===== src/rtl/cache_scrub_pkg.sv =====
// Shared encodings for the cache ECC scrubber: store-port op codes and FSM states.
package cache_scrub_pkg;

  typedef enum logic [1:0] {
    OpRead      = 2'd0,
    OpWriteback = 2'd1,
    OpInval     = 2'd2
  } scrub_op_e;

  typedef enum logic [2:0] {
    StIdle,
    StRead,
    StWriteback,
    StInval,
    StNext
  } scrub_state_e;

endpackage


===== src/rtl/scrub_sat_counter.sv =====
// Saturating up-counter: increments by one on inc, holds at all-ones, clears on reset.
module scrub_sat_counter #(
  parameter int unsigned WIDTH = 16
) (
  input  logic             clk,
  input  logic             reset,
  input  logic             inc,
  output logic [WIDTH-1:0] count
);

  logic [WIDTH-1:0] count_q;

  always_ff @(posedge clk) begin
    if (reset) begin
      count_q <= '0;
    end else if (inc && (count_q != {WIDTH{1'b1}})) begin
      count_q <= count_q + WIDTH'(1);
    end
  end

  assign count = count_q;

endmodule


===== src/rtl/cache_ecc_scrubber.sv =====
// Background ECC scrubber for one cache bank; walks lines through a spare store port.
// Define SCRUB_STATS_EN to build the corrected/double-fault error counters.
module cache_ecc_scrubber
  import cache_scrub_pkg::*;
#(
  parameter int unsigned CACHE_SIZE     = 16384,
  parameter int unsigned BANK_LINE_SIZE = 16,
  parameter int unsigned NUM_BANKS      = 4,
  parameter int unsigned SCRUB_INTERVAL = 1024,
  parameter int unsigned LINE_COUNT     = CACHE_SIZE / (NUM_BANKS * BANK_LINE_SIZE),
  parameter int unsigned LINE_BITS      = $clog2(LINE_COUNT)
) (
  input  logic                 clk,
  input  logic                 reset,
  input  logic                 enable,
  output logic                 scrub_req,
  output logic [1:0]           scrub_op,
  output logic [LINE_BITS-1:0] scrub_addr,
  input  logic                 scrub_gnt,
  input  logic                 rd_valid,
  input  logic                 rd_dirty,
  input  logic                 rd_corrected,
  input  logic                 rd_doublefault,
  input  logic                 pipe_wr_valid,
  input  logic [LINE_BITS-1:0] pipe_wr_addr,
  output logic                 fatal_err,
  output logic                 busy,
  output logic [15:0]          err_single_cnt,
  output logic [15:0]          err_double_cnt
);

  localparam int unsigned ICW = (SCRUB_INTERVAL > 1) ? $clog2(SCRUB_INTERVAL) : 1;
  localparam logic [ICW-1:0] IvalReload = ICW'(SCRUB_INTERVAL - 1);
  localparam logic [LINE_BITS-1:0] LastLine = LINE_BITS'(LINE_COUNT - 1);

  scrub_state_e         state_q, state_d;
  logic [LINE_BITS-1:0] addr_q, addr_d;
  logic [ICW-1:0]       ival_q, ival_d;
  logic                 fatal_q, fatal_d;
  scrub_op_e            op;
  logic                 conflict;
  logic                 read_gnt;

  assign conflict = pipe_wr_valid && (pipe_wr_addr == addr_q);
  assign read_gnt = (state_q == StRead) && scrub_gnt;

  always_ff @(posedge clk) begin
    if (reset) begin
      state_q <= StIdle;
      addr_q  <= '0;
      ival_q  <= IvalReload;
      fatal_q <= 1'b0;
    end else begin
      state_q <= state_d;
      addr_q  <= addr_d;
      ival_q  <= ival_d;
      fatal_q <= fatal_d;
    end
  end

  always_comb begin
    state_d   = state_q;
    addr_d    = addr_q;
    ival_d    = ival_q;
    fatal_d   = 1'b0;
    scrub_req = 1'b0;
    op        = OpRead;
    case (state_q)
      StIdle: begin
        if (ival_q != '0) begin
          ival_d = ival_q - ICW'(1);
        end else if (enable) begin
          state_d = StRead;
        end
      end
      StRead: begin
        scrub_req = 1'b1;
        if (scrub_gnt) begin
          // Double fault outranks a corrected report on the same read.
          if (rd_valid && rd_doublefault) begin
            if (rd_dirty) begin
              fatal_d = 1'b1;
              state_d = StNext;
            end else begin
              state_d = StInval;
            end
          end else if (rd_valid && rd_corrected) begin
            state_d = StWriteback;
          end else begin
            state_d = StNext;
          end
        end
      end
      StWriteback, StInval: begin
        op = (state_q == StWriteback) ? OpWriteback : OpInval;
        // A pipe write to this line re-encodes it, so the repair is dropped even
        // in the would-be grant cycle.
        if (conflict) begin
          state_d = StNext;
        end else begin
          scrub_req = 1'b1;
          if (scrub_gnt) begin
            state_d = StNext;
          end
        end
      end
      StNext: begin
        addr_d  = (addr_q == LastLine) ? '0 : addr_q + LINE_BITS'(1);
        ival_d  = IvalReload;
        state_d = StIdle;
      end
      default: state_d = StIdle;
    endcase
  end

  assign scrub_op   = op;
  assign scrub_addr = addr_q;
  assign fatal_err  = fatal_q;
  assign busy       = (state_q != StIdle);

`ifdef SCRUB_STATS_EN
  logic single_inc;
  logic double_inc;

  assign single_inc = read_gnt && rd_valid && rd_corrected && !rd_doublefault;
  assign double_inc = read_gnt && rd_valid && rd_doublefault;

  scrub_sat_counter #(
    .WIDTH(16)
  ) u_single_cnt (
    .clk  (clk),
    .reset(reset),
    .inc  (single_inc),
    .count(err_single_cnt)
  );

  scrub_sat_counter #(
    .WIDTH(16)
  ) u_double_cnt (
    .clk  (clk),
    .reset(reset),
    .inc  (double_inc),
    .count(err_double_cnt)
  );
`else
  logic unused_read_gnt;
  assign unused_read_gnt = read_gnt;
  assign err_single_cnt  = 16'h0000;
  assign err_double_cnt  = 16'h0000;
`endif

endmodule

===== config.mk =====
export PLATFORM = sky130hd
export DESIGN_NAME = cache_ecc_scrubber
export DESIGN_NICKNAME = d
export VERILOG_FILES = /design/src/rtl/cache_scrub_pkg.sv /design/src/rtl/scrub_sat_counter.sv /design/src/rtl/cache_ecc_scrubber.sv
export SDC_FILE = /design/constraint.sdc
export NUM_CORES = 1
export LEC_CHECK = 0
export ABC_AREA = 1
export CORE_UTILIZATION = 40
export CTS_CLUSTER_SIZE = 40
export DETAILED_ROUTE_END_ITERATION = 10
export PLACE_DENSITY = 0.75
export SYNTH_ARGS = -nofsm -noshare
export SYNTH_HDL_FRONTEND = slang
export SYNTH_SLANG_ARGS = --single-unit
export TNS_END_PERCENT = 5

===== constraint.sdc =====
create_clock -name clk -period 1.9 [get_ports clk]
set_input_delay 0.38 -clock clk [delete_from_list [all_inputs] [get_ports clk]]
set_output_delay 0.38 -clock clk [all_outputs]
set_load 0.02 [all_outputs]

# Yosys cells after proc, flatten, opt, wreduce, memory -nomap -nowiden
# Index checks and enable logic that the tools add are counted.
# word_totals
register_bits	22
latch_bits	0
mem_bits_rw	0
romBits	0
input_bits	17
output_inout_bits	45
memories	0
# op_classes
n_addsub	2
n_mul	0
n_div	0
n_lt_le_gt_ge	0
n_eq_ne	11
shifts	0
n_mux	17
n_bitwise	3
n_reduce_logical	11
# ops
operator	count
2-to-1 mux 3 bit	8
one-hot mux 10 bit (2 select lines)	1
2-to-1 mux 10 bit	1
nonzero test 10 bit	1
subtractor 10 x 1 -> 10 bit (second input constant)	1
one-hot mux 3 bit (3 select lines)	1
adder 8 x 1 -> 8 bit (second input constant)	1
equality test 8 bit	1
equality test 8 bit (second input constant)	1
2-to-1 mux 8 bit	1
!= test 2 bit (second input constant)	4
equality test 3 x 2 -> 1 bit (second input constant)	2
2-to-1 mux 2 bit	2
AND reduction 4 bit	1
OR reduction 4 bit	1
equality test 3 x 1 -> 1 bit (second input constant)	1
equality test 3 bit (second input constant)	1
logical AND 1 bit	3
logical NOT 3 bit	1
!= test 3 bit (second input constant)	1
inverter 1 bit	3
nonzero test 3 bit	1
2-to-1 mux 1 bit	2
one-hot mux 1 bit (2 select lines)	1
3 further kinds	3

# Logic depth before layout (Yosys ltp)
# Gate-level depths: netlist of the first run.
# logic_depth
ltp_word	5
ltp_mapped	12

# Worst setup path before layout of the first run
# No wires, ideal clock.
# synth_path
path_type	register to register
start	register addr_q[1], in the netlist scrub_addr[1]
end	register addr_q[7], in the netlist scrub_addr[7]
setup_time_ns	0.115
t_arrival_ns	1.406
t_required_ns	1.785
setup_slack_ns	0.379
path_stages_with_launch	8
period_less_slack_ns	1.521
cell_sequence	dfxtp_1 > ha_1 > nand2_1 > nor2_2 > nand3_1 > o21ai_1 > a21oi_1 > o21a_1
# synth_via
elab_chain_len	2
elab_cells_between_ends	3
# synth_rtl
item	line_no	rtl
start, declared	cache_ecc_scrubber.sv:37	logic [LINE_BITS-1:0] addr_q, addr_d;
start signal, assigned	cache_ecc_scrubber.sv:55	addr_q <= addr_d;
adder 8 x 1 -> 8 bit / equality test 8 bit (equally long branches)	cache_ecc_scrubber.sv:108	addr_d = (addr_q == LastLine) ? '0 : addr_q + LINE_BITS'(1);
2-to-1 mux 8 bit (*)	cache_ecc_scrubber.sv:108	
# Mark *: on every way between the ends. The rest lies on a longest branch, timed or not.
# A chain may end at the register's enable or synchronous reset.

# Final worst setup path of the first run
# layout_path
start	register addr_q[7], in the netlist scrub_addr[7]
end	output port scrub_req
# layout_via
elab_chain_len	4
# layout_rtl
item	line_no	rtl
equality test 8 bit	cache_ecc_scrubber.sv:44	assign conflict = pipe_wr_valid && (pipe_wr_addr == addr_q);
logical AND 1 bit	cache_ecc_scrubber.sv:44	
2-to-1 mux 1 bit	cache_ecc_scrubber.sv:98	if (conflict) begin
one-hot mux 1 bit (2 select lines)	cache_ecc_scrubber.sv:68	case (state_q)
end, declared	cache_ecc_scrubber.sv:16	output logic scrub_req,
# Every way passes these cells.

==> summary.txt, run 1 <==
Timing
  – Period utilisation layout: 94.15%
  – Final worst setup slack: 0.1111 ns
  – RSZ-0062 raised after global routing: no
  – Fin. max-slew vios: 0
  – Final Critical Period: 1.789 ns
  – Max Clk Rate: 559.0 MHz
  – Clock skew: 0.007434 ns
  – Final hold vios: 0
  – Final setup fails: 0

Critical path
  – WP buf/inv: 2
  – Crit path top cell by count: nand2_1
  – Critical Path Sink Type: primary output
  – CP max stage cell: dfxtp_1
  – Critical path class: reg -> out
  – Crit path max-delay family: simple AND/OR/NAND/NOR gates
  – CP arrival: 1.41 ns
  – Crit path largest cell delay: about 0.35 ns
  – Critical path, cell by cell: inv_1 > nand2_1 > nand2_1 > nand2_1 > nor2_1 > nand3_1 > nand2_1 > nand2_1 > buf_6
  – Worst EP required: 1.52 ns
  – CP Max Fanout: 4
  – CP Launch Type: flop

Route
  – Number of nets with antenna violations after routing: 0
  – Via count: 1,326
  – Drt wl/cell: 9.351 um
  – Post-Route WL: around 2900 um
  – Number of remaining DRC errors: 0
  – Drt initial violations: 41
  – Length of the first detailed-routing pass in iterations: 4
  – Via-per-instance ratio: 4.305

Placement
  – I/O Buffers: 29
  – Final HPWL DP: 2320 um
  – Global placement routability congestion: 0.7864
  – Placed cell count: 300
  – Post-Place Worst Slack: -0.4511 ns

Synthesis
  – Most used flip-flop cell after synthesis: dfxtp_1
  – Synth area leader: dfxtp_1
  – Synth warn: 0
  – Number of synthesized flops with an enable pin: 0
  – Post-Syn Area: 0.001505 mm2
  – Netlist cell types: 29
  – Mapped Avg Cell Area: 6.873 um2
  – Yosys top cell area share: 29.26%
  – Mapped Cells: 219
  – Fraction of registers with async set or reset after synthesis: 0%
  – Number of synthesized register bits: 22
  – Synth area leaders: dfxtp_1, buf_4, nand2_1
  – Sequential area share after synthesis: around 29%

Global route
  – First-pass GRT wire length: 5037 um
  – GRT met3 Usage: 4.891%
  – Met1 usage: 17.44%
  – GR met2 Demand/Resource: 28.86%
  – Initial antenna violation count: 0
  – Gr busiest metal: met2
  – Vias in the first global route: 1,226
  – Largest net degree at the start of global routing: 13
  – GRT Residual Overflow: 0
  – Total GRT Usage: ~16%

Cells and area
  – Final Net Count: 282
  – Area growth, synth to finish: 24.27%
  – Commonest non-fill, non-tap cells in the layout: nand2_1, conb_1, inv_1, nor2_1, dfxtp_1
  – Ant diodes: 0
  – Share of post-route cells with drive strength above 1: 13.36%
  – Finished Layout Cells: about 300
  – Commonest non-fill, non-tap cell in the layout: nand2_1

Clock tree
  – Htree depth: 1
  – Total clock sinks: 22
  – Bufs on Longest Clock Path: 2
  – CTS Buf Count: 3
  – CTS tree: yes
  – Root buffer cell: clkbuf_8
  – Clk_lat worst skew: 0.27 ns
  – Hold-fix buffers at CTS: 0
  – Reg clk slew, reported paths: about 0.08 ns

Die
  – Std-Cell Rows: 21
  – Ports: 62
  – Die height: 63.35 um
  – Starting density of the core: between 40% and 50%
  – Die Area: 0.004013 mm2
  – Die X: 63.35 um
  – Placeable Area: 0.003468 mm2

Outcome
  – Status: finished clean

Power
  – Leak: approximately 0.9 nW
  – Power Dens Cells: about 500 mW/mm2
  – Peak VDD IR: 0.0003297 V

Flow run
  – Max_cap viols: 0

Hold path
  – Worst min-delay path class: reg -> reg
power by group:
part / total (mW) / leakage, nW / switching [mW] / internal [mW]
clock: 0.345 / 0.0288 / 0.160 / 0.185
combinational: 0.132 / 0.696 / 0.0907 / 0.0409
sequential: 0.471 / 0.178 / 0.00428 / 0.466
cell usage after synthesis (all sizes together), types with 2 or more instances:
library cell,number
nand2,49
nor3,3
nand4,2
o211ai,2
a21oi,7
ha,2
o21ai,13
xor2,3
dfxtp,22
inv,28
xnor2,6
nand3,12
buf,32
nor2,29
o31ai,2
layout make-up:
class | count | area [um2]
clock buffer | 4 | 55.05
fill | 366 | 1598
timing repair buffer | 40 | 371.6
tap | 46 | 57.56
sequential | 22 | 440.4
multi-input combinational | 167 | 835.8
inverter | 29 | 110.1
worst reg2reg max path, delay by kind of cell (launching register included):
| family | cells | cell delay (ns) |
|---|---|---|
| and+or+nand+nor | 9 | 0.71 |
| buffers and inverters | 6 | 0.66 |
| DFF | 1 | 0.35 |
logic make-up (layout without fill, tap and decap cells):
family	Yosys count	in the layout	synth area share (%)
xor gates and xnor gates	9	9	5.237
and+or+nand+nor	98	98	30.67
adders and majority gates	2	2	1.662
other	1	32	0.2491
buffers and inverters	61	73	23.27
DFF	22	22	29.26
AOI/OAI and AO/OA	26	26	9.642
stage by stage:
step                power, mW  instance area, um2  setup TNS [ns]  hold slack (ns)  util [%]
global route           0.9913                1871               0           0.5246     53.93
CTS                    0.9601                1863        -0.01363           0.4887     53.72
floorplan              0.6207                1622               0           0.4480         -
detailed placement     0.6176                1782         -0.4511           0.4650     51.37
global placement       0.6157                1782         -0.4483           0.4662     51.37
finish                 0.9474                1871               0           0.4819     53.93
registers in the layout, indices dropped and copies added, names as in the netlist:
| name | flops |
|---|---|
| fatal_err | 1 |
| ival_q | 10 |
| scrub_addr | 8 |
| state_q | 3 |
timing repair:
action                                  in CTS  in global routing
pin swaps                                    8                  2
endpoints found under the setup margin       2                  6
gates resized for setup                     15                  3
setup buffers                                4                  0
gates cloned                                 0                  0
path summary, 6_finish.rpt:
check	from	slack, ns	to	depth (start not counted)
min	ival_q[8]	0.48	ival_q[8]	2
max	scrub_addr[7]	0.11	scrub_req	9
max reg2reg	scrub_addr[7]	0.13	state_q[0]	15
min reg2reg	ival_q[8]	0.48	ival_q[8]	2
routing by layer:
| metal | vias to the layer above | wire (um) |
|---|---|---|
| li1 | 705 | - |
| met2 | 27 | 1472 |
| met4 | 0 | 25 |
| met5 | - | 0 |
| met3 | 4 | 139 |
| met1 | 590 | 1243 |
Power figures use the tool's default switching activity.
==> run 2, diff against run 1 <==
--- a/config.mk
+++ b/config.mk
@@ -6,6 +6,7 @@
 export NUM_CORES = 1
 export LEC_CHECK = 0
 export ABC_AREA = 1
+export CORE_MARGIN = 8
 export CORE_UTILIZATION = 40
 export CTS_CLUSTER_SIZE = 40
 export DETAILED_ROUTE_END_ITERATION = 10
==> summary.txt, run 2 (same netlist as run 1, synthesis figures left out) <==
Outcome
  – Status: finished clean

Cells and area
  – Max reg flops: 10 (unchanged)
  – Largest register by flop count: ival_q
  – Filler cell count in the final layout: 367 (+0.27%)
  – Commonest non-fill, non-tap cells in the layout: nand2_1, conb_1, inv_1, nor2_1, dfxtp_1
  – Commonest non-fill, non-tap cell in the layout: nand2_1
  – Fin area: 0.001882 mm2 (+0.60%)
  – Ant diodes: 0 (unchanged)
  – Final Net Count: 282 (unchanged)
  – Area growth, synth to finish: 25.02%
  – Share of post-route cells with drive strength above 1: 14.18% (+0.82 points)

Die
  – Die Area: 0.005982 mm2 (+49%)
  – Die height: 77.35 um (+22%)
  – Std-Cell Rows: 22 (+4.8%)
  – Placeable Area: 0.003633 mm2 (+4.8%)
  – Ports: 62 (unchanged)
  – Die X: 77.35 um (+22%)
  – Starting density of the core: 41.43% (-2.0 points)

Timing
  – Fin. max-slew vios: 0 (unchanged)
  – Final setup fails: 0 (unchanged)
  – Final hold slack: 0.4876 ns (+0.005725 ns)
  – Clock skew: 0.003743 ns (-0.003691 ns)
  – Period utilisation layout: 92.13% (-2.0 points)
  – RSZ-0062 raised after global routing: no
  – Final hold vios: 0 (unchanged)
  – Final Critical Period: 1.750 ns (-0.03850 ns)
  – Max Clk Rate: 571.3 MHz (+2.2%)

Global route
  – Initial antenna violation count: 0 (unchanged)
  – First-pass GRT wire length: 5727 um (+14%)
  – Vias in the first global route: 1,344 (+9.6%)
  – GRT Residual Overflow: 0 (unchanged)
  – Total GRT Usage: 11.06% (-4.7 points)
  – Largest net degree at the start of global routing: 12 (-1)

Critical path
  – Critical Path Sink Type: primary output
  – Worst reg2reg path depth: 14 (-1)
  – FF-to-FF setup slack: 0.24 ns (+0.11 ns)
  – CP Launch Type: flop
  – WP buf/inv: 2 (unchanged)
  – Critical path class: reg -> out
  – CP max stage cell: clkdlybuf4s50_1
  – Crit path max-delay family: buffers and inverters
  – CP arrival: 1.37 ns (-0.04 ns)
  – Critical path, cell by cell: buf_4 > clkdlybuf4s50_1
  – Worst EP required: 1.52 ns (about the same)
  – R2R Path Start: scrub_addr[2]
  – Reg2Reg Capture Point: state_q[0]
  – CP Max Fanout: 5 (+1)
  – Crit path largest cell delay: 0.61 ns (+0.26 ns)

Power
  – Power Dens Cells: 475.1 mW/mm2 (-6.2%)
  – Leak: 0.9260 nW (+2.6%)
  – Peak VDD IR: 0.0001830 V (-44%)

Clock tree
  – Bufs on Longest Clock Path: 2 (unchanged)
  – CTS tree: yes
  – CTS Buf Count: 3 (unchanged)
  – Root buffer cell: clkbuf_8
  – Reg clk slew, reported paths: 0.08 ns (about the same)
  – Total clock sinks: 22 (unchanged)
  – Clk_lat worst skew: 0.26 ns (about the same)
  – Htree depth: 1 (unchanged)
  – Hold-fix buffers at CTS: 0 (unchanged)

Route
  – Number of remaining DRC errors: 0 (unchanged)
  – Length of the first detailed-routing pass in iterations: 4 (unchanged)
  – Drt wl/cell: 10.69 um (+14%)
  – Via count: 1,321 (-0.38%)
  – Post-Route WL: 3303 um (+15%)
  – Number of nets with antenna violations after routing: 0 (unchanged)
  – Via-per-instance ratio: 4.275 (-0.70%)
  – Drt initial violations: 49 (+20%)

Placement
  – I/O Buffers: 29 (unchanged)
  – Post-DP Area: 0.001792 mm2 (+0.56%)
  – Final HPWL DP: 2678 um (+15%)
  – Global placement routability congestion: 0.8117 (+3.2%)

Hold path
  – Worst min-delay path class: reg -> reg
  – Hold Path Depth: 1 (-1)
  – Hold EP: ival_q[5]
  – Worst Hold Launch: ival_q[5]

Flow run
  – Max_cap viols: 0 (unchanged)
run 2: power breakdown:
part           total, mW  switching [mW]  internal [mW]  leakage (nW)
registers          0.471         0.00419          0.466         0.178
logic              0.136          0.0933         0.0428         0.726
clock network      0.287           0.146          0.141        0.0216
run 2: through the flow:
stage | TNS [ns] | instances | util (%) | total power [mW] | setup slack [ns]
5_1_grt | 0 | 309 | 51.79 | 0.9365 | 0.04328
2_1_floorplan | 0 | 250 | - | 0.6207 | 0.3795
6_report | 0 | 309 | 51.79 | 0.8941 | 0.1496
3_3_place_gp | -0.4338 | 303 | 49.31 | 0.6151 | -0.4338
3_5_place_dp | -0.4589 | 303 | 49.31 | 0.6174 | -0.4589
4_1_cts | -0.006835 | 309 | 51.17 | 0.9051 | -0.006835
run 2: metal layers:
metal | part of all wire, % | track usage, % | routed length, um | up-vias
met1 | 43 | 11.76 | 1417 | 586
li1 | - | - | - | 706
met4 | 0.21 | 3.019 | 7 | 0
met2 | 52 | 20.47 | 1707 | 27
met3 | 5.2 | 3.456 | 171 | 2
met5 | 0 | 0 | 0 | -
run 2: cell type report:
type                            count  area [um2]  share of cell area (%)
Tap cell                           48       60.06                   3.191
Sequential cell                    22       440.4                   23.40
Clock buffer                        3       41.29                   2.194
Inverter                           29       110.1                   5.851
Timing Repair Buffer               40       386.6                   20.55
Multi-Input combinational cell    167       843.3                   44.81
run 2: timing repair:
item | CTS | global route
setup endpoints to repair | 2 | 5
pin swaps | 8 | 7
gates resized for setup | 12 | 9
setup buffers | 3 | 0
run 2: how the worst max path moves through the flow:
stage                                from       endpoint  slack [ns]  cells after the start
after floorplan             scrub_addr[1]  scrub_addr[7]        0.38                      7
after global placement    pipe_wr_addr[3]      scrub_req       -0.43                      8
after detailed placement  pipe_wr_addr[0]      scrub_req       -0.46                      8
after CTS                 pipe_wr_addr[3]      scrub_req      -0.007                      8
after global routing        scrub_addr[2]      scrub_req        0.04                      9
final                       scrub_addr[5]  scrub_addr[5]        0.15                      2
==> run 3, diff against run 2 <==
--- a/config.mk
+++ b/config.mk
@@ -10,7 +10,7 @@
 export CORE_UTILIZATION = 40
 export CTS_CLUSTER_SIZE = 40
 export DETAILED_ROUTE_END_ITERATION = 10
-export PLACE_DENSITY = 0.75
+export PLACE_DENSITY_LB_ADDON = 0.12
 export SYNTH_ARGS = -nofsm -noshare
 export SYNTH_HDL_FRONTEND = slang
 export SYNTH_SLANG_ARGS = --single-unit
==> summary.txt, run 3 (same netlist as run 1, synthesis figures left out) <==
Critical path
  – R2R Path Start: scrub_addr[0]
  – Worst reg2reg path depth: 8 (-6)
  – CP Max Fanout: 2 (-3)
  – FF-to-FF setup slack: 0.31 ns (+0.07 ns)
  – CP arrival: 1.50 ns (+0.13 ns)
  – Reg2Reg Capture Point: scrub_addr[7]
  – Critical path class: in -> out
  – CP Launch Type: input pin
  – Crit. Startpoint: pipe_wr_addr[2]
  – Critical Path Sink Type: primary output
  – Worst EP required: 1.52 ns (about the same)

Power
  – Power Dens Cells: 553.8 mW/mm2 (+17%)
  – Leak: 0.9014 nW (-2.7%)
  – PnR Total Power: 1.056 mW (+18%)
  – Sequential share of power: 44.6% (-8.0 points)
  – Switch share: 24.91% (-2.3 points)
  – Net switching power: 0.2630 mW (+7.9%)
  – Clk pwr share: 42.4% (+10 points)
  – Internal: 0.7929 mW (+22%)
  – Peak VDD IR: 0.0002999 V (+64%)
  – Comb pwr share: 13.1% (-2.1 points)

Timing
  – Period utilisation layout: 99.05% (+6.9 points)
  – Clock skew: 0.004141 ns (+0.0003976 ns)
  – Max Clk Rate: 531.4 MHz (-7.0%)
  – Final setup fails: 0 (unchanged)
  – Fin. max-slew vios: 0 (unchanged)
  – RSZ-0062 raised after global routing: yes
  – Final hold vios: 0 (unchanged)
  – Final Critical Period: 1.882 ns (+0.1316 ns)

Clock tree
  – Total clock sinks: 22 (unchanged)
  – Root buffer cell: clkbuf_8
  – Bufs on Longest Clock Path: 2 (unchanged)
  – CTS tree: yes
  – Reg clk slew, reported paths: 0.09 ns (about the same)
  – Htree depth: 1 (unchanged)
  – Setup bufs post-CTS: 0 (-3)
  – CTS Buf Count: 3 (unchanged)
  – Clk_lat worst skew: 0.27 ns (about the same)

Cells and area
  – Ant diodes: 0 (unchanged)
  – Max reg flops: 10 (unchanged)
  – Commonest non-fill, non-tap cells in the layout: nand2_1, conb_1, inv_1, dfxtp_1
  – Final core occ: 52.48% (+0.69 points)
  – Fin area: 0.001907 mm2 (+1.3%)
  – Largest register by flop count: ival_q
  – Commonest non-fill, non-tap cell in the layout: nand2_1
  – Share of post-route cells with drive strength above 1: 14.45% (+0.27 points)
  – Area growth, synth to finish: 26.68%
  – Final Net Count: 283 (+0.35%)

Hold path
  – Worst Hold Launch: ival_q[8]
  – Hold Path Depth: 2 (+1)
  – Hold EP: ival_q[8]
  – Worst min-delay path class: reg -> reg

Route
  – Via-per-instance ratio: 4.190 (-2.0%)
  – Number of nets with antenna violations after routing: 0 (unchanged)
  – Number of remaining DRC errors: 0 (unchanged)
  – Via count: 1,303 (-1.4%)
  – Drt initial violations: 61 (+24%)
  – Post-Route WL: 3219 um (-2.5%)
  – Drt wl/cell: 10.35 um (-3.2%)
  – Length of the first detailed-routing pass in iterations: 4 (unchanged)

Global route
  – Vias in the first global route: 1,280 (-4.8%)
  – Initial antenna violation count: 0 (unchanged)
  – First-pass GRT wire length: 5520 um (-3.6%)
  – Total GRT Usage: 10.73% (-0.33 points)
  – GRT Residual Overflow: 0 (unchanged)
  – Largest net degree at the start of global routing: 14 (+2)

Die
  – Placeable Area: 0.003633 mm2 (unchanged)
  – Starting density of the core: 41.43% (unchanged)
  – Die X: 77.35 um (unchanged)
  – Die Area: 0.005982 mm2 (unchanged)
  – Std-Cell Rows: 22 (unchanged)
  – Ports: 62 (unchanged)
  – Die height: 77.35 um (unchanged)

Placement
  – Final HPWL DP: 2712 um (+1.3%)
  – Global placement routability congestion: 0.8375 (+3.2%)
  – I/O Buffers: 29 (unchanged)
  – Post-DP Area: 0.001822 mm2 (+1.7%)

Outcome
  – Status: finished clean

Flow run
  – Max_cap viols: 0 (unchanged)
## run 3: changes by cell type in the layout (fill, tap and decap cells not counted)
cell / previous run / this run
buf_4: 11 / 12
bufinv_16: 0 / 1
clkdlybuf4s50_1: 17 / 21
dlymetal6s2s_1: 7 / 3
nand2_1: 41 / 43
nand2_2: 6 / 4
nor2_1: 22 / 21
nor2_2: 5 / 6
## run 3: final cells by class
class                           count  area [um2]
Tap cell                           48       60.06
Timing Repair Buffer               41       384.1
Inverter                           29       110.1
Sequential cell                    22       440.4
Multi-Input combinational cell    167       840.8
Clock inverter                      1       30.03
Clock buffer                        3       41.29
Fill cell                         395        1727
## run 3: routing by layer
metal | wire length (um) | global-route usage [%]
met5 | 0 | 0
met4 | 23 | 2.830
met3 | 178 | 4.378
met2 | 1523 | 17.94
met1 | 1494 | 12.36
## run 3: timing repair
action / in CTS / in global routing
endpoints found under the setup margin: 2 / 2
hold buffers: 0 / 0
resized for setup: 12 / 4
pin swaps: 7 / 5
## run 3: power by group through the flow
| stage | logic (mW) | registers (mW) | clock network (mW) |
|---|---|---|---|
| detailed placement | 0.137 | 0.481 | 0 |
| global placement | 0.137 | 0.481 | 0 |
| CTS | 0.136 | 0.471 | 0.457 |
| floorplan | 0.140 | 0.481 | 0 |
| finish | 0.138 | 0.470 | 0.447 |
| global route | 0.153 | 0.471 | 0.478 |
## run 3: through the flow
stage,setup slack (ns),cells,hold WS (ns),setup TNS (ns)
floorplan,0.3795,250,0.4480,0
global placement,-0.4938,307,0.4667,-0.4938
detailed placement,-0.4777,307,0.4667,-0.4777
CTS,-0.01762,311,0.4929,-0.01762
global route,-0.04438,311,0.5064,-0.04438
finish,0.01807,311,0.4871,0
## run 3: worst max path at each step
stage,slack [ns],depth (start not counted),to
after global routing,-0.04,9,scrub_req
final,0.02,9,scrub_req
after detailed placement,-0.48,8,scrub_req
after floorplan,0.38,7,scrub_addr[7]
after global placement,-0.49,8,scrub_req
after CTS,-0.02,8,scrub_req
## run 3: worst max-delay path, cell delays in order
cell and delay [ns]:
clkdlybuf4s50_1 0.48, nand2_1 0.06, nand2_1 0.06, nand2_1 0.05, nor2_2 0.12, nand3_2 0.10
nand2_1 0.07, nand2_1 0.06, buf_6 0.13
